File: src/rtl/ram_2p_arb.sv
// ram_2p_arb: shares a synchronous dual-port SRAM among NumReq requesters.
//   Port A is round-robin arbitrated between the requesters. Port B belongs to
//   an internal clear engine that zero-fills the whole array after reset
//   (when ClearOnReset=1) or on a clear_i pulse. Requesters are blocked while
//   the clear runs, so port A and port B never touch the same word at once.
//
// Ports:
//   clk_i, rst_i              clock, synchronous active-high reset
//   req_i/we_i                per-requester request / write enable
//   addr_i/wdata_i/wmask_i    packed per-requester payload (requester k at slot k)
//   gnt_o                     one-hot combinational grant
//   rvalid_o                  one-hot response valid, one cycle after the grant
//   rdata_o                   read data, non-zero only with the rvalid of a read
//   clear_i                   start a clear (ignored while one is running)
//   busy_o, clear_done_o      clear active / one-cycle pulse when it finishes
//   ram_a_*                   RAM port A (requesters), ram_a_rdata_i 1-cycle latency
//   ram_b_*                   RAM port B (clear engine, write only)
module ram_2p_arb #(
  parameter int NumReq       = 3,
  parameter int Width        = 32,
  parameter int Depth        = 128,
  parameter bit ClearOnReset = 1'b1,
  localparam int Aw          = $clog2(Depth)
) (
  input  logic                    clk_i,
  input  logic                    rst_i,
  input  logic [NumReq-1:0]       req_i,
  input  logic [NumReq-1:0]       we_i,
  input  logic [NumReq*Aw-1:0]    addr_i,
  input  logic [NumReq*Width-1:0] wdata_i,
  input  logic [NumReq*Width-1:0] wmask_i,
  output logic [NumReq-1:0]       gnt_o,
  output logic [NumReq-1:0]       rvalid_o,
  output logic [Width-1:0]        rdata_o,
  input  logic                    clear_i,
  output logic                    busy_o,
  output logic                    clear_done_o,
  output logic                    ram_a_req_o,
  output logic                    ram_a_write_o,
  output logic [Aw-1:0]           ram_a_addr_o,
  output logic [Width-1:0]        ram_a_wdata_o,
  output logic [Width-1:0]        ram_a_wmask_o,
  input  logic [Width-1:0]        ram_a_rdata_i,
  output logic                    ram_b_req_o,
  output logic                    ram_b_write_o,
  output logic [Aw-1:0]           ram_b_addr_o,
  output logic [Width-1:0]        ram_b_wdata_o,
  output logic [Width-1:0]        ram_b_wmask_o
);

  localparam int          PtrW     = $clog2(NumReq);
  localparam logic [Aw-1:0] LastAddr = Aw'(Depth - 1);
  localparam logic [PtrW-1:0] LastReq = PtrW'(NumReq - 1);

  typedef enum logic {
    StReady = 1'b0,
    StClear = 1'b1
  } state_e;

  state_e              state_q;
  logic [Aw-1:0]       cnt_q;
  logic                done_q;
  logic [PtrW-1:0]     ptr_q, ptr_d;
  logic [NumReq-1:0]   rvalid_q;
  logic                rd_q;

  logic [NumReq-1:0]   gnt;
  logic                gnt_any;
  logic [PtrW-1:0]     gidx;
  logic                sel_we;
  logic [Aw-1:0]       sel_addr;
  logic [Width-1:0]    sel_wdata;
  logic [Width-1:0]    sel_wmask;

  // Round-robin pick: first pass looks at indices >= ptr, the second pass
  // wraps around to the low indices only if the first found nothing.
  always_comb begin
    gnt     = '0;
    gnt_any = 1'b0;
    gidx    = '0;
    if (state_q == StReady) begin
      for (int i = 0; i < NumReq; i++) begin
        if (!gnt_any && req_i[i] && (PtrW'(i) >= ptr_q)) begin
          gnt_any = 1'b1;
          gidx    = PtrW'(i);
          gnt[i]  = 1'b1;
        end
      end
      for (int i = 0; i < NumReq; i++) begin
        if (!gnt_any && req_i[i]) begin
          gnt_any = 1'b1;
          gidx    = PtrW'(i);
          gnt[i]  = 1'b1;
        end
      end
    end
  end

  always_comb begin
    ptr_d = ptr_q;
    if (gnt_any) begin
      ptr_d = (gidx == LastReq) ? '0 : gidx + 1'b1;
    end
  end

  // Port A payload mux; everything stays zero when nobody is granted.
  always_comb begin
    sel_we    = 1'b0;
    sel_addr  = '0;
    sel_wdata = '0;
    sel_wmask = '0;
    for (int i = 0; i < NumReq; i++) begin
      if (gnt[i]) begin
        sel_we    = we_i[i];
        sel_addr  = addr_i[i*Aw +: Aw];
        sel_wdata = wdata_i[i*Width +: Width];
        sel_wmask = wmask_i[i*Width +: Width];
      end
    end
  end

  always_ff @(posedge clk_i) begin
    if (rst_i) begin
      state_q  <= ClearOnReset ? StClear : StReady;
      cnt_q    <= '0;
      done_q   <= 1'b0;
      ptr_q    <= '0;
      rvalid_q <= '0;
      rd_q     <= 1'b0;
    end else begin
      ptr_q    <= ptr_d;
      rvalid_q <= gnt;
      rd_q     <= gnt_any & ~sel_we;
      done_q   <= 1'b0;
      case (state_q)
        StReady: begin
          if (clear_i) begin
            state_q <= StClear;
            cnt_q   <= '0;
          end
        end
        StClear: begin
          // The last word is written this cycle; the done pulse lands on the
          // first READY cycle.
          if (cnt_q == LastAddr) begin
            state_q <= StReady;
            cnt_q   <= '0;
            done_q  <= 1'b1;
          end else begin
            cnt_q <= cnt_q + 1'b1;
          end
        end
        default: state_q <= StReady;
      endcase
    end
  end

  assign gnt_o        = gnt;
  assign rvalid_o     = rvalid_q;
  assign rdata_o      = rd_q ? ram_a_rdata_i : '0;
  assign busy_o       = (state_q == StClear);
  assign clear_done_o = done_q;

  assign ram_a_req_o   = gnt_any;
  assign ram_a_write_o = sel_we;
  assign ram_a_addr_o  = sel_addr;
  assign ram_a_wdata_o = sel_wdata;
  assign ram_a_wmask_o = sel_wmask;

  assign ram_b_req_o   = busy_o;
  assign ram_b_write_o = busy_o;
  assign ram_b_addr_o  = busy_o ? cnt_q : '0;
  assign ram_b_wdata_o = '0;
  assign ram_b_wmask_o = busy_o ? '1 : '0;

endmodule

File: config.mk
export PLATFORM = sky130hd
export DESIGN_NAME = ram_2p_arb
export DESIGN_NICKNAME = d
export VERILOG_FILES = /design/src/rtl/ram_2p_arb.sv
export SDC_FILE = /design/constraint.sdc
export NUM_CORES = 1
export LEC_CHECK = 0
export ABC_CLOCK_PERIOD_IN_PS = 3800
export BUFFER_PORTS_ARGS = -buffer_cell sky130_fd_sc_hd__buf_4
export CAP_MARGIN = 20
export CORE_AREA = 2 2 171 173
export CTS_CLUSTER_DIAMETER = 200
export DETAILED_ROUTE_END_ITERATION = 7
export DIE_AREA = 0 0 173 175
export SLEW_MARGIN = 20
export SYNTH_ARGS = -nofsm -noshare
export SYNTH_HDL_FRONTEND = slang
export SYNTH_SLANG_ARGS = --single-unit
File: constraint.sdc
create_clock -name clk_i -period 3.8 [get_ports clk_i]
set_input_delay 0.38 -clock clk_i [delete_from_list [all_inputs] [get_ports clk_i]]
set_output_delay 0.38 -clock clk_i [all_outputs]
set_load 0.005 [all_outputs]
==> flow_summary.html, run 1 <==
<table>
<tr><th>Metric</th><th>Value</th></tr>
<tr><th colspan="2">Global routing</th></tr>
<tr><td>Aggregate global routing overflow</td><td>0</td></tr>
<tr><td>Maximum number of pins on one net before global-route repair</td><td>74</td></tr>
<tr><td>Total global routing track utilization</td><td>a little under a tenth</td></tr>
<tr><td>Antenna violations before repair</td><td>1</td></tr>
<tr><td>First-pass GRT wire length</td><td>between 20000 and 25000 um</td></tr>
<tr><td>Vias in the first global route</td><td>4103</td></tr>
<tr><th colspan="2">Detailed routing</th></tr>
<tr><td>Vias per inst</td><td>between 3 and 4</td></tr>
<tr><td>Antenna viol nets, final</td><td>0</td></tr>
<tr><td>Number of DRC violations after detailed-routing iteration 0</td><td>164</td></tr>
<tr><td>Routed len/inst</td><td>about 14 um</td></tr>
<tr><td>Number of detailed-routing iterations run before antenna repair</td><td>4</td></tr>
<tr><td>DRC violation count after routing</td><td>0</td></tr>
<tr><td>Total wirelength of the detailed-routed design</td><td>between 15000 and 20000 um</td></tr>
<tr><td>Total via count after detailed routing</td><td>4434</td></tr>
<tr><th colspan="2">CTS</th></tr>
<tr><td>Postcts setup bufs</td><td>0</td></tr>
<tr><td>Clock-pin slew reported for the worst setup and hold paths after clock tree synthesis</td><td>0.05 ns</td></tr>
<tr><td>CTS tree</td><td>built</td></tr>
<tr><td>Master cell of the clock root buffer</td><td>sky130_fd_sc_hd__clkbuf_16</td></tr>
<tr><td>Hold buffer count at cts</td><td>0</td></tr>
<tr><td>Max clock buf depth</td><td>2</td></tr>
<tr><td>Inserted Clock Buffers</td><td>3</td></tr>
<tr><td>Clock H-tree levels</td><td>1</td></tr>
<tr><td>Number of resized instances in the post-cts repair step</td><td>0</td></tr>
<tr><td>Skew-Pair Late Insertion Delay</td><td>0.24 ns</td></tr>
<tr><td>Clock sink total</td><td>15</td></tr>
<tr><th colspan="2">STA</th></tr>
<tr><td>Final Setup Violations</td><td>0</td></tr>
<tr><td>Final critical-path required period</td><td>about 2.6 ns</td></tr>
<tr><td>Final Skew</td><td>about 0.0015 ns</td></tr>
<tr><td>Transition time of the tightest slew-check pin</td><td>0.7761 ns</td></tr>
<tr><td>Worst slew slack as a fraction of its limit</td><td>about half</td></tr>
<tr><td>Pins over their slew limit</td><td>0</td></tr>
<tr><td>Highest attainable clock frequency</td><td>about 0.38 GHz</td></tr>
<tr><td>Part of the cycle the worst path needs</td><td>around 69%</td></tr>
<tr><td>Total Negative Setup Slacks</td><td>0 ns</td></tr>
<tr><td>RSZ-0062 raised after global routing</td><td>false</td></tr>
<tr><td>Final Hold Violating Endpoints</td><td>0</td></tr>
<tr><th colspan="2">Setup path</th></tr>
<tr><td>Sort of element at the start of the critical path</td><td>flop</td></tr>
<tr><td>Critical Path Sink Type</td><td>primary output</td></tr>
<tr><td>Maximum fanout along the worst path</td><td>41</td></tr>
<tr><td>Kind of critical path</td><td>flop to primary output</td></tr>
<tr><td>Data required time at the worst endpoint</td><td>between 3 and 4 ns</td></tr>
<tr><td>Data arrival at the endpoint of the critical path</td><td>approximately 2.2 ns</td></tr>
<tr><th colspan="2">Synth</th></tr>
<tr><td>Ranking of synthesized cells by area</td><td>sky130_fd_sc_hd__a32oi_1 23%, sky130_fd_sc_hd__nand2_1 20%, sky130_fd_sc_hd__buf_4 18%</td></tr>
<tr><td>Most common cell in the synthesized netlist</td><td>sky130_fd_sc_hd__nand2_1</td></tr>
<tr><td>Number of warnings issued by yosys</td><td>0</td></tr>
<tr><td>Proportion of synthesized flip-flops having asynchronous set or reset</td><td>0%</td></tr>
<tr><td>Combinational family with the most area after synthesis</td><td>simple AND/OR/NAND/NOR gates</td></tr>
<tr><td>Count of state elements after synthesis</td><td>15</td></tr>
<tr><td>Synth Area in Adders</td><td>0.4558%</td></tr>
<tr><td>Count of flip-flops with a built-in enable after synthesis</td><td>0</td></tr>
<tr><td>Number of different library cells in the post-synthesis netlist</td><td>35</td></tr>
<tr><td>Synthesized-area fraction occupied by xor and xnor cells</td><td>0%</td></tr>
<tr><td>Largest area contributor in the netlist</td><td>sky130_fd_sc_hd__a32oi_1</td></tr>
<tr><td>Compound-Gate Fraction of Synth Area</td><td>around 28%</td></tr>
<tr><td>Commonest cells in the synthesized netlist</td><td>145 x sky130_fd_sc_hd__nand2_1, 71 x sky130_fd_sc_hd__a32oi_1, 66 x sky130_fd_sc_hd__buf_4</td></tr>
<tr><td>Most common flop cell mapped by yosys</td><td>sky130_fd_sc_hd__dfxtp_1</td></tr>
<tr><td>Avg Synthesized Cell Area</td><td>~6.3 um^2</td></tr>
<tr><td>Post-synthesis instance total</td><td>around 440</td></tr>
<tr><td>Share of synthesized cell area in and, or, nand and nor gates</td><td>35.55%</td></tr>
<tr><td>Register area share after synthesis</td><td>10.94%</td></tr>
<tr><td>Post-Synthesis Cell Area</td><td>2745 um^2</td></tr>
<tr><td>Area share of the leading cell type in the synthesized netlist</td><td>between 20% and 30%</td></tr>
<tr><td>Multiplexer fraction of the synthesized cell area</td><td>less than 1%</td></tr>
<tr><th colspan="2">Flow run</th></tr>
<tr><td>MaxCap Viol Count</td><td>0</td></tr>
<tr><th colspan="2">Layout</th></tr>
<tr><td>Number of inserted filler cells in the final layout</td><td>around 3.2k</td></tr>
<tr><td>Share of post-route cells with drive strength above 1</td><td>54.23%</td></tr>
<tr><td>Layout Nets</td><td>1036</td></tr>
<tr><td>Post-route design area</td><td>about 5900 um^2</td></tr>
<tr><td>Area growth syn-to-layout</td><td>115.6%</td></tr>
<tr><th colspan="2">Placement</th></tr>
<tr><td>Number of buffers added on ports</td><td>between 400 and 500</td></tr>
<tr><td>Total half-perimeter wirelength after legalization and detailed placement</td><td>around 13000 um</td></tr>
<tr><td>Final weighted congestion in routability-driven placement</td><td>about 0.8</td></tr>
<tr><td>Placed cell area</td><td>slightly below 6000 um^2</td></tr>
<tr><th colspan="2">Floorplan</th></tr>
<tr><td>Core box area</td><td>28390 um^2</td></tr>
<tr><td>Horiz. Die Dim</td><td>about 170 um</td></tr>
<tr><td>Area of the die</td><td>approximately 30000 um^2</td></tr>
<tr><td>DIE HEIGHT</td><td>175 um</td></tr>
<tr><td>Effective utilization at floorplan</td><td>under 10%</td></tr>
<tr><td>Row count</td><td>62</td></tr>
<tr><td>Number of primary I/O pins</td><td>440</td></tr>
<tr><th colspan="2">Power and ir drop</th></tr>
<tr><td>PD cells</td><td>a little over 100 nW/um^2</td></tr>
<tr><td>Maximum ir drop on the vdd rail</td><td>around 140 uV</td></tr>
<tr><td>Static leakage power</td><td>3.190 nW</td></tr>
<tr><th colspan="2">Worst hold path</th></tr>
<tr><td>Path category of the worst min-delay check</td><td>input pin to flop</td></tr>
<tr><th colspan="2">Outcome</th></tr>
<tr><td>Outcome</td><td>finished clean</td></tr>
</table>
-- cells by family after synthesis --
| family | count (synthesis) |
|---|---|
| DFF | 15 |
| other | 1 |
| AOI/OAI and AO/OA | 92 |
| adders and majority gates | 1 |
| and+or+nand+nor | 218 |
| muxes | 1 |
| buffers and inverters | 107 |
-- through the flow --
| stage | power (W) | instances | hold slack, ns | utilization (%) | setup WS [ns] |
|---|---|---|---|---|---|
| 2_1_floorplan | 0.0002081 | 466 | 0.4516 | - | 1.492 |
| 3_3_place_gp | 0.0003974 | 1160 | 0.5210 | 20.56 | 1.386 |
| 3_5_place_dp | 0.0003984 | 1160 | 0.5184 | 20.56 | 1.377 |
| 4_1_cts | 0.0006086 | 1164 | 0.3210 | 20.84 | 1.166 |
| 5_1_grt | 0.0006311 | 1165 | 0.3337 | 20.85 | 1.058 |
| 6_report | 0.0005982 | 1165 | 0.3322 | 20.85 | 1.178 |
-- critical path: stages, from the launching register on --
cell	delay [ns]
sky130_fd_sc_hd__dfxtp_1	0.43
sky130_fd_sc_hd__nand3b_1	0.15
sky130_fd_sc_hd__o2111a_2	0.72
sky130_fd_sc_hd__buf_12	0.30
sky130_fd_sc_hd__a221o_1	0.21
sky130_fd_sc_hd__buf_4	0.12
-- report_power, final --
group / switching (W) / internal (W) / total [W] / leakage (nW)
Clock: 0.0000605 / 0.000142 / 0.000202 / 0.0382
Sequential: 0.00000363 / 0.000160 / 0.000164 / 0.121
Combinational: 0.0000606 / 0.000171 / 0.000232 / 3.03
Total: 0.000125 / 0.000473 / 0.000598 / 3.19
-- registers in the layout, indices dropped and copies added (netlist names) --
register	cells
busy_o	1
cnt_q	7
ptr_q	2
rd_q	1
clear_done_o	1
rvalid_o	3
-- placed cells by master, fill, tap and decap left out, drive strengths merged, types with 2 or more instances in the layout --
master	count
nor3b	2
conb	32
o21ai	4
nor2	9
nand4	2
inv	5
nand3b	3
nor3	4
and2	39
buf	412
clkbuf	4
nand2	145
nor2b	4
a21oi	10
and3	4
nand3	3
a32oi	71
dfxtp	15
-- path summary, 6_finish.rpt --
check / start / endpoint / slack [ns] / cells after the start
worst max-delay path: ptr_q[0] / ram_a_write_o / 1.18 / 5
worst min-delay path: we_i[0] / rd_q / 0.33 / 2
worst min register to register: cnt_q[0] / cnt_q[0] / 0.52 / 2
worst max register to register: ptr_q[0] / rvalid_o[0] / 1.88 / 4
-- per-layer routing --
| layer | GRT usage, % | vias up | share of wire, % |
|---|---|---|---|
| li1 | - | 2131 | - |
| met3 | 1.980 | 6 | 10 |
| met5 | 0 | - | 0 |
| met2 | 16.38 | 297 | 50 |
| met1 | 12.11 | 2000 | 39 |
| met4 | 1.483 | 0 | 0.89 |
-- layout make-up --
class	instances	area (um^2)	area share, %
Antenna cell	1	2.502	0.04227
Multi-Input combinational cell	344	1896	32.02
Clock buffer	4	78.83	1.332
Inverter	5	18.77	0.3171
Sequential cell	15	300.3	5.073
Tap cell	384	480.5	8.117
Timing Repair Buffer	412	3143	53.10
Note: power is estimated with default switching activity, not from simulation.
==> inputs of run 2 (changes only) <==
Settings changed: ABC_CLOCK_PERIOD_IN_PS 3800 to 2400, CORE_AREA 2 2 171 173 to 2 2 173 175, DIE_AREA 0 0 173 175 to 0 0 175 177.
Clock period 3.8 ns to 2.4 ns, I/O delays scaled along.
==> run 2 against run 1 <==
- clock skew grew 0.0042 ns
- sequential power grew 58%
- highest routed layer unchanged
- non-clock buffer count grew 4
- power grew 62%
- sequential share of layout area is essentially flat
- first-iteration DRC count shrank 15%
- core utilization shrank 0.61 points
- final cell count grew 0.86%
- sequential cell count is the same
- worst hold slack lost 0.15 ns
- clock-buffer cell count shrank 1
- global-route usage shrank 0.79 points
==> flow_summary.html, run 2 (synthesis gave the netlist of run 1 again) <==
<table>
<tr><th>Metric</th><th>Value</th></tr>
<tr><th colspan="2">STA</th></tr>
<tr><td>Pins over their slew limit</td><td>0 (unchanged)</td></tr>
<tr><td>Part of the cycle the worst path needs</td><td>between 90 and 100%</td></tr>
<tr><td>Total Negative Setup Slacks</td><td>0 ns (unchanged)</td></tr>
<tr><td>Final Setup Violations</td><td>0 (unchanged)</td></tr>
<tr><td>Worst slew slack as a fraction of its limit</td><td>51.82% (+3.6 points)</td></tr>
<tr><td>RSZ-0062 raised after global routing</td><td>false</td></tr>
<tr><td>Final critical-path required period</td><td>2.187 ns</td></tr>
<tr><td>Final Skew</td><td>0.005722 ns (+0.004248 ns)</td></tr>
<tr><td>Transition time of the tightest slew-check pin</td><td>0.7218 ns (-0.05433 ns)</td></tr>
<tr><td>Final Hold Violating Endpoints</td><td>0 (unchanged)</td></tr>
<tr><td>Highest attainable clock frequency</td><td>0.4572 GHz</td></tr>
<tr><th colspan="2">Floorplan</th></tr>
<tr><td>Effective utilization at floorplan</td><td>9.387% (-0.28 points)</td></tr>
<tr><td>Core box area</td><td>29240 um^2 (+3.0%)</td></tr>
<tr><td>Number of primary I/O pins</td><td>440 (unchanged)</td></tr>
<tr><td>Horiz. Die Dim</td><td>175 um (+1.2%)</td></tr>
<tr><td>Row count</td><td>63 (+1.6%)</td></tr>
<tr><td>DIE HEIGHT</td><td>177 um (+1.1%)</td></tr>
<tr><td>Area of the die</td><td>30980 um^2 (+2.3%)</td></tr>
<tr><th colspan="2">Layout</th></tr>
<tr><td>Area growth syn-to-layout</td><td>115.6% (about the same)</td></tr>
<tr><td>Final standard cell utilization of the core</td><td>20.24% (-0.61 points)</td></tr>
<tr><td>Post-route design area</td><td>5918 um^2 (about the same)</td></tr>
<tr><td>Share of post-route cells with drive strength above 1</td><td>54.59% (+0.36 points)</td></tr>
<tr><td>Number of inserted filler cells in the final layout</td><td>3274 (+2.0%)</td></tr>
<tr><td>Layout Nets</td><td>1040 (+0.39%)</td></tr>
<tr><td>Leading cell types in the layout, fill and taps excluded</td><td>416 x sky130_fd_sc_hd__buf_4, 145 x sky130_fd_sc_hd__nand2_1, 71 x sky130_fd_sc_hd__a32oi_1</td></tr>
<tr><td>Max FFs per register</td><td>7 (unchanged)</td></tr>
<tr><td>Most common cell after layout, fill and taps aside</td><td>sky130_fd_sc_hd__buf_4</td></tr>
<tr><td>Most flop-heavy register</td><td>cnt_q</td></tr>
<tr><th colspan="2">Detailed routing</th></tr>
<tr><td>Number of detailed-routing iterations run before antenna repair</td><td>5 (+1)</td></tr>
<tr><td>Antenna viol nets, final</td><td>0 (unchanged)</td></tr>
<tr><td>Vias per inst</td><td>3.735 (-1.9%)</td></tr>
<tr><td>Total wirelength of the detailed-routed design</td><td>15520 um (-3.1%)</td></tr>
<tr><td>Total via count after detailed routing</td><td>4389 (-1.0%)</td></tr>
<tr><td>Number of DRC violations after detailed-routing iteration 0</td><td>140 (-15%)</td></tr>
<tr><td>Routed len/inst</td><td>13.21 um (-3.9%)</td></tr>
<tr><td>DRC violation count after routing</td><td>0 (unchanged)</td></tr>
<tr><th colspan="2">Outcome</th></tr>
<tr><td>Outcome</td><td>finished clean</td></tr>
<tr><th colspan="2">Placement</th></tr>
<tr><td>Total half-perimeter wirelength after legalization and detailed placement</td><td>12810 um (-1.7%)</td></tr>
<tr><td>Number of buffers added on ports</td><td>407 (unchanged)</td></tr>
<tr><td>Final weighted congestion in routability-driven placement</td><td>0.7340 (-8.5%)</td></tr>
<tr><td>Placed cell area</td><td>5833 um^2 (about the same)</td></tr>
<tr><th colspan="2">CTS</th></tr>
<tr><td>Max clock buf depth</td><td>2 (unchanged)</td></tr>
<tr><td>Inserted Clock Buffers</td><td>3 (unchanged)</td></tr>
<tr><td>Skew-Pair Late Insertion Delay</td><td>0.25 ns (about the same)</td></tr>
<tr><td>Postcts setup bufs</td><td>0 (unchanged)</td></tr>
<tr><td>Clock sink total</td><td>15 (unchanged)</td></tr>
<tr><td>Clock-pin slew reported for the worst setup and hold paths after clock tree synthesis</td><td>0.06 ns (about the same)</td></tr>
<tr><td>Hold buffer count at cts</td><td>0 (unchanged)</td></tr>
<tr><td>Number of resized instances in the post-cts repair step</td><td>0 (unchanged)</td></tr>
<tr><td>Master cell of the clock root buffer</td><td>sky130_fd_sc_hd__clkbuf_16</td></tr>
<tr><td>CTS tree</td><td>built</td></tr>
<tr><td>Clock H-tree levels</td><td>1 (unchanged)</td></tr>
<tr><th colspan="2">Power and ir drop</th></tr>
<tr><td>PD cells</td><td>163.6 nW/um^2 (+62%)</td></tr>
<tr><td>Static leakage power</td><td>3.200 nW (+0.31%)</td></tr>
<tr><td>Total power consumption of the routed design</td><td>0.0009681 W (+62%)</td></tr>
<tr><td>Maximum ir drop on the vdd rail</td><td>231.2 uV (+65%)</td></tr>
<tr><th colspan="2">Setup path</th></tr>
<tr><td>WP buf/inv</td><td>2 (unchanged)</td></tr>
<tr><td>Library cell contributing the largest single delay on the critical path</td><td>sky130_fd_sc_hd__dfxtp_1</td></tr>
<tr><td>Critical Path Sink Type</td><td>primary output</td></tr>
<tr><td>Data required time at the worst endpoint</td><td>2.16 ns (-1.26 ns)</td></tr>
<tr><td>Maximum fanout along the worst path</td><td>35 (-15%)</td></tr>
<tr><td>Top cell family by delay on the critical path</td><td>buffers and inverters</td></tr>
<tr><td>Kind of critical path</td><td>flop to primary output</td></tr>
<tr><td>Data arrival at the endpoint of the critical path</td><td>1.95 ns (-0.29 ns)</td></tr>
<tr><td>Stage delay of the slowest cell on the critical path</td><td>0.47 ns (-0.25 ns)</td></tr>
<tr><td>Sort of element at the start of the critical path</td><td>flop</td></tr>
<tr><td>CP cell instances</td><td>nor2b_1, o311a_2, buf_4, nand2_1, nand2_1, buf_4</td></tr>
<tr><th colspan="2">Flow run</th></tr>
<tr><td>MaxCap Viol Count</td><td>0 (unchanged)</td></tr>
<tr><th colspan="2">Global routing</th></tr>
<tr><td>Vias in the first global route</td><td>4042 (-1.5%)</td></tr>
<tr><td>First-pass GRT wire length</td><td>21510 um (-7.3%)</td></tr>
<tr><td>Total global routing track utilization</td><td>8.621% (-0.79 points)</td></tr>
<tr><td>Antenna violations before repair</td><td>1 (unchanged)</td></tr>
<tr><td>Aggregate global routing overflow</td><td>0 (unchanged)</td></tr>
<tr><td>Maximum number of pins on one net before global-route repair</td><td>51 (-31%)</td></tr>
<tr><th colspan="2">Worst hold path</th></tr>
<tr><td>Path category of the worst min-delay check</td><td>input pin to flop</td></tr>
</table>
run 2: cell types whose count changed in the layout (fill, tap and decap cells not counted):
cell	previous run	this run
sky130_fd_sc_hd__buf_4	408	416
sky130_fd_sc_hd__buf_12	4	0
sky130_fd_sc_hd__clkbuf_1	1	0
sky130_fd_sc_hd__clkinvlp_4	0	1
sky130_fd_sc_hd__o2111a_2	1	0
sky130_fd_sc_hd__o2111a_4	0	1
run 2: layout make-up:
class	instances	area [um^2]	area share (%)
Clock buffer	3	75.07	1.268
Timing Repair Buffer	416	3123	52.77
Tap cell	390	488.0	8.245
Clock inverter	1	7.507	0.1268
Antenna cell	1	2.502	0.04228
Inverter	5	18.77	0.3171
Sequential cell	15	300.3	5.074
Multi-Input combinational cell	344	1903	32.16
run 2: per-stage QoR:
stage / hold WS (ns) / cells / setup WS (ns)
finish: 0.1846 / 1175 / 0.2125
global route: 0.1882 / 1175 / 0.05380
CTS: 0.1784 / 1174 / 0.1811
detailed placement: 0.4439 / 1170 / 0.4562
global placement: 0.4401 / 1170 / 0.5145
floorplan: 0.3116 / 466 / 0.2317
run 2: routing by layer:
metal / GRT usage (%) / share of wire, % / vias up / wire, um
met1: 9.360 / 35 / 1969 / 5460
met4: 1.528 / 0.48 / 0 / 74
met5: 0 / 0 / - / 0
li1: - / - / 2137 / -
met2: 17.31 / 55 / 279 / 8525
met3: 1.611 / 9.4 / 4 / 1457
run 2: path summary, 6_finish.rpt:
kind / start / to / slack (ns) / cells past startpoint
hold reg to reg: cnt_q[0] / cnt_q[0] / 0.53 / 2
setup reg to reg: ptr_q[1] / rd_q / 0.56 / 5
setup / recovery: ptr_q[1] / ram_a_addr_o[6] / 0.21 / 6
hold / removal: we_i[0] / rd_q / 0.18 / 2
run 2: power by group:
part / switching (W) / total, W / internal (W)
Combinational: 0.0000936 / 0.000365 / 0.000271
Clock: 0.000120 / 0.000345 / 0.000225
Sequential: 0.00000554 / 0.000259 / 0.000253
==> inputs of run 3 (changes only) <==
Settings changed: ABC_CLOCK_PERIOD_IN_PS 2400 to 1800, CORE_AREA 2 2 173 175 to 3 3 169 171, DIE_AREA 0 0 175 177 to 0 0 172 174.
Clock period 2.4 ns to 1.8 ns, I/O delays scaled along.
==> run 3 against run 2 <==
- clock power is 28% higher
- final cell count is 3.9% lower
- power is 32% higher
- clock-buffer cell count is 1 higher
- highest routed layer unchanged
- clock skew is 0.0043 ns lower
- final area is 3.9% higher
- via count is 2.7% higher
- wire length is 12% higher
- the flow now finishes with violations (setup timing)
- register-to-register slack worse by 0.26 ns
==> flow_summary.html, run 3 (synthesis gave the netlist of run 1 again) <==
<table>
<tr><th>Metric</th><th>Value</th></tr>
<tr><th colspan="2">Outcome</th></tr>
<tr><td>Outcome</td><td>finished, violations left</td></tr>
<tr><td>Failing checks</td><td>setup timing</td></tr>
<tr><th colspan="2">Power and ir drop</th></tr>
<tr><td>Maximum ir drop on the vdd rail</td><td>273.1 uV (+18%)</td></tr>
<tr><td>Total power consumption of the routed design</td><td>0.001280 W (+32%)</td></tr>
<tr><td>PD cells</td><td>208.2 nW/um^2 (+27%)</td></tr>
<tr><td>Switching Power</td><td>0.0002817 W (+29%)</td></tr>
<tr><td>Net switching fraction of the power</td><td>22.01% (-0.60 points)</td></tr>
<tr><td>Comb power frac</td><td>38.8% (+1.1 points)</td></tr>
<tr><td>Part of the total power dissipated in the clock network</td><td>34.4% (-1.2 points)</td></tr>
<tr><td>Static leakage power</td><td>3.272 nW (+2.3%)</td></tr>
<tr><td>Power Internal</td><td>0.0009984 W (+33%)</td></tr>
<tr><td>Sequential power share</td><td>26.8% (about the same)</td></tr>
<tr><th colspan="2">Setup path</th></tr>
<tr><td>Critical register-to-register path startpoint</td><td>busy_o</td></tr>
<tr><td>Worst setup path startpoint</td><td>ptr_q[1]</td></tr>
<tr><td>Kind of critical path</td><td>flop to primary output</td></tr>
<tr><td>Library cell contributing the largest single delay on the critical path</td><td>sky130_fd_sc_hd__o311a_4</td></tr>
<tr><td>Top cell family by delay on the critical path</td><td>compound AO/OA/AOI/OAI gates</td></tr>
<tr><td>CP cell instances</td><td>nor2b_1, o311a_4, buf_12, nand2_1, nand2_2, buf_4</td></tr>
<tr><td>Data arrival at the endpoint of the critical path</td><td>1.69 ns (-0.26 ns)</td></tr>
<tr><td>Data required time at the worst endpoint</td><td>1.62 ns (-0.54 ns)</td></tr>
<tr><td>Register-to-register setup slack</td><td>0.30 ns (-0.26 ns)</td></tr>
<tr><td>Capturing point of the worst reg2reg path</td><td>cnt_q[6]</td></tr>
<tr><td>Sort of element at the start of the critical path</td><td>flop</td></tr>
<tr><td>Depth of the critical timing path with buffers and inverters included</td><td>6 (unchanged)</td></tr>
<tr><td>WP buf/inv</td><td>2 (unchanged)</td></tr>
<tr><td>Stage delay of the slowest cell on the critical path</td><td>0.41 ns (-0.06 ns)</td></tr>
<tr><td>Critical Path Sink Type</td><td>primary output</td></tr>
<tr><td>Critical path destination</td><td>ram_a_wdata_o[22]</td></tr>
<tr><td>Maximum fanout along the worst path</td><td>36 (+2.9%)</td></tr>
<tr><td>Cell depth of the worst flop-to-flop path</td><td>5 (unchanged)</td></tr>
<tr><th colspan="2">STA</th></tr>
<tr><td>Final Hold Violating Endpoints</td><td>0 (unchanged)</td></tr>
<tr><td>Total Negative Setup Slacks</td><td>-1.585 ns (-1.585 ns)</td></tr>
<tr><td>RSZ-0062 raised after global routing</td><td>true</td></tr>
<tr><td>Final critical-path required period</td><td>between 1.5 and 2 ns</td></tr>
<tr><td>Final Setup Violations</td><td>62 (+62)</td></tr>
<tr><td>Min setup slack post-route</td><td>-0.07222 ns (-0.2848 ns)</td></tr>
<tr><td>Final Skew</td><td>0.001386 ns (-0.004336 ns)</td></tr>
<tr><td>Part of the cycle the worst path needs</td><td>104.0%</td></tr>
<tr><td>Highest attainable clock frequency</td><td>between 0.5 and 0.6 GHz</td></tr>
<tr><td>Pins over their slew limit</td><td>0 (unchanged)</td></tr>
<tr><th colspan="2">CTS</th></tr>
<tr><td>Max clock buf depth</td><td>2 (unchanged)</td></tr>
<tr><td>Clock H-tree levels</td><td>1 (unchanged)</td></tr>
<tr><td>Clock-pin slew reported for the worst setup and hold paths after clock tree synthesis</td><td>0.05 ns (about the same)</td></tr>
<tr><td>Master cell of the clock root buffer</td><td>sky130_fd_sc_hd__clkbuf_16</td></tr>
<tr><td>Clock sink total</td><td>15 (unchanged)</td></tr>
<tr><td>CTS tree</td><td>built</td></tr>
<tr><td>Inserted Clock Buffers</td><td>3 (unchanged)</td></tr>
<tr><td>Skew-Pair Late Insertion Delay</td><td>0.25 ns (about the same)</td></tr>
<tr><th colspan="2">Detailed routing</th></tr>
<tr><td>DRC violation count after routing</td><td>0 (unchanged)</td></tr>
<tr><td>Vias per inst</td><td>3.994 (+6.9%)</td></tr>
<tr><td>Antenna viol nets, final</td><td>0 (unchanged)</td></tr>
<tr><td>Routed len/inst</td><td>15.41 um (+17%)</td></tr>
<tr><td>Total via count after detailed routing</td><td>4509 (+2.7%)</td></tr>
<tr><td>Number of detailed-routing iterations run before antenna repair</td><td>7 (+2)</td></tr>
<tr><td>Number of DRC violations after detailed-routing iteration 0</td><td>207 (+48%)</td></tr>
<tr><td>Total wirelength of the detailed-routed design</td><td>17390 um (+12%)</td></tr>
<tr><th colspan="2">Global routing</th></tr>
<tr><td>First-pass GRT wire length</td><td>23380 um (+8.7%)</td></tr>
<tr><td>Antenna violations before repair</td><td>0 (-1)</td></tr>
<tr><td>GR Util met3</td><td>1.114% (-0.50 points)</td></tr>
<tr><td>Global route hottest layer</td><td>met2</td></tr>
<tr><td>Aggregate global routing overflow</td><td>0 (unchanged)</td></tr>
<tr><td>Total global routing track utilization</td><td>9.815% (+1.2 points)</td></tr>
<tr><td>GR Util met2</td><td>18.82% (+1.5 points)</td></tr>
<tr><td>Vias in the first global route</td><td>4232 (+4.7%)</td></tr>
<tr><td>Maximum number of pins on one net before global-route repair</td><td>50 (-2.0%)</td></tr>
<tr><td>Met1 routing resource usage after global routing</td><td>11.55% (+2.2 points)</td></tr>
<tr><th colspan="2">Worst hold path</th></tr>
<tr><td>Path category of the worst min-delay check</td><td>input pin to flop</td></tr>
<tr><th colspan="2">Floorplan</th></tr>
<tr><td>Core box area</td><td>27030 um^2 (-7.6%)</td></tr>
<tr><td>Area of the die</td><td>29930 um^2 (-3.4%)</td></tr>
<tr><td>Horiz. Die Dim</td><td>172 um (-1.7%)</td></tr>
<tr><td>Effective utilization at floorplan</td><td>10.16% (+0.77 points)</td></tr>
<tr><td>Number of primary I/O pins</td><td>440 (unchanged)</td></tr>
<tr><td>Row count</td><td>60 (-4.8%)</td></tr>
<tr><td>DIE HEIGHT</td><td>174 um (-1.7%)</td></tr>
<tr><th colspan="2">Placement</th></tr>
<tr><td>Number of buffers added on ports</td><td>407 (unchanged)</td></tr>
<tr><td>Final weighted congestion in routability-driven placement</td><td>0.8612 (+17%)</td></tr>
<tr><td>Total half-perimeter wirelength after legalization and detailed placement</td><td>14190 um (+11%)</td></tr>
<tr><td>Placed cell area</td><td>5868 um^2 (+0.60%)</td></tr>
<tr><th colspan="2">Layout</th></tr>
<tr><td>Leading cell types in the layout, fill and taps excluded</td><td>409 x sky130_fd_sc_hd__buf_4, 138 x sky130_fd_sc_hd__nand2_1, 61 x sky130_fd_sc_hd__a32oi_1</td></tr>
<tr><td>Most common cell after layout, fill and taps aside</td><td>sky130_fd_sc_hd__buf_4</td></tr>
<tr><td>Area growth syn-to-layout</td><td>124.0%</td></tr>
<tr><td>Max FFs per register</td><td>7 (unchanged)</td></tr>
<tr><td>Post-route design area</td><td>6150 um^2 (+3.9%)</td></tr>
<tr><td>Most flop-heavy register</td><td>cnt_q</td></tr>
<tr><td>Layout Nets</td><td>1044 (+0.38%)</td></tr>
<tr><td>Antenna diodes</td><td>0 (-1)</td></tr>
<tr><td>Share of post-route cells with drive strength above 1</td><td>57.49% (+2.9 points)</td></tr>
<tr><th colspan="2">Flow run</th></tr>
<tr><td>MaxCap Viol Count</td><td>0 (unchanged)</td></tr>
</table>
-- run 3: changes by cell type in the layout (fill, tap and decap cells not counted), sizes merged --
| cell | previous run | this run |
|---|---|---|
| diode | 1 | 0 |
| buf | 416 | 419 |
| clkinvlp | 1 | 0 |
| clkbuf | 3 | 5 |
-- run 3: repair_timing --
action / 4_1_cts / 5_1_grt
gates cloned: 1 / 1
hold buffers: 0 / 0
endpoints found under the hold margin: 0 / 0
resized for setup: 18 / 13
buffers inserted: 1 / 0
pin swaps: 0 / 2
setup endpoints to repair: 72 / 72
-- run 3: cell type report --
class | count | area [um^2]
sequential | 15 | 309.0
timing repair buffer | 420 | 3294
tap | 341 | 426.7
inverter | 5 | 21.27
fill | 3012 | 20880
multi-input combinational | 344 | 2019
clock buffer | 4 | 78.83
-- run 3: how the worst min path moves through the flow --
stage / from / end / slack [ns] / cells past startpoint
floorplan: rst_i / rvalid_o[0] / 0.25 / 1
global placement: we_i[0] / rd_q / 0.41 / 2
detailed placement: we_i[0] / rd_q / 0.41 / 2
CTS: we_i[0] / rd_q / 0.15 / 2
global route: we_i[0] / rd_q / 0.16 / 2
finish: we_i[0] / rd_q / 0.14 / 2
-- run 3: power groups by stage --
| stage | logic, W | registers [W] | clock network, W |
|---|---|---|---|
| 2_1_floorplan | 0.0000894 | 0.000350 | 0 |
| 3_3_place_gp | 0.000485 | 0.000353 | 0 |
| 3_5_place_dp | 0.000489 | 0.000353 | 0 |
| 4_1_cts | 0.000493 | 0.000344 | 0.000457 |
| 5_1_grt | 0.000535 | 0.000343 | 0.000470 |
| 6_report | 0.000497 | 0.000343 | 0.000441 |
-- run 3: metal layers --
layer | vias up | routed length (um)
li1 | 2150 | -
met1 | 2060 | 6596
met2 | 283 | 9099
met3 | 16 | 1412
met4 | 0 | 286
met5 | - | 0
-- run 3: through the flow --
step                      hold slack (ns)  utilization (%)  cells  setup slack, ns
final                              0.1434            22.75   1129         -0.07222
after global routing               0.1552            22.75   1129          -0.1162
after CTS                          0.1459            22.39   1128         -0.06994
after detailed placement           0.4070            21.71   1122         0.008598
after global placement             0.4075            21.71   1122          0.04698
after floorplan                    0.2516                -    466          0.04677
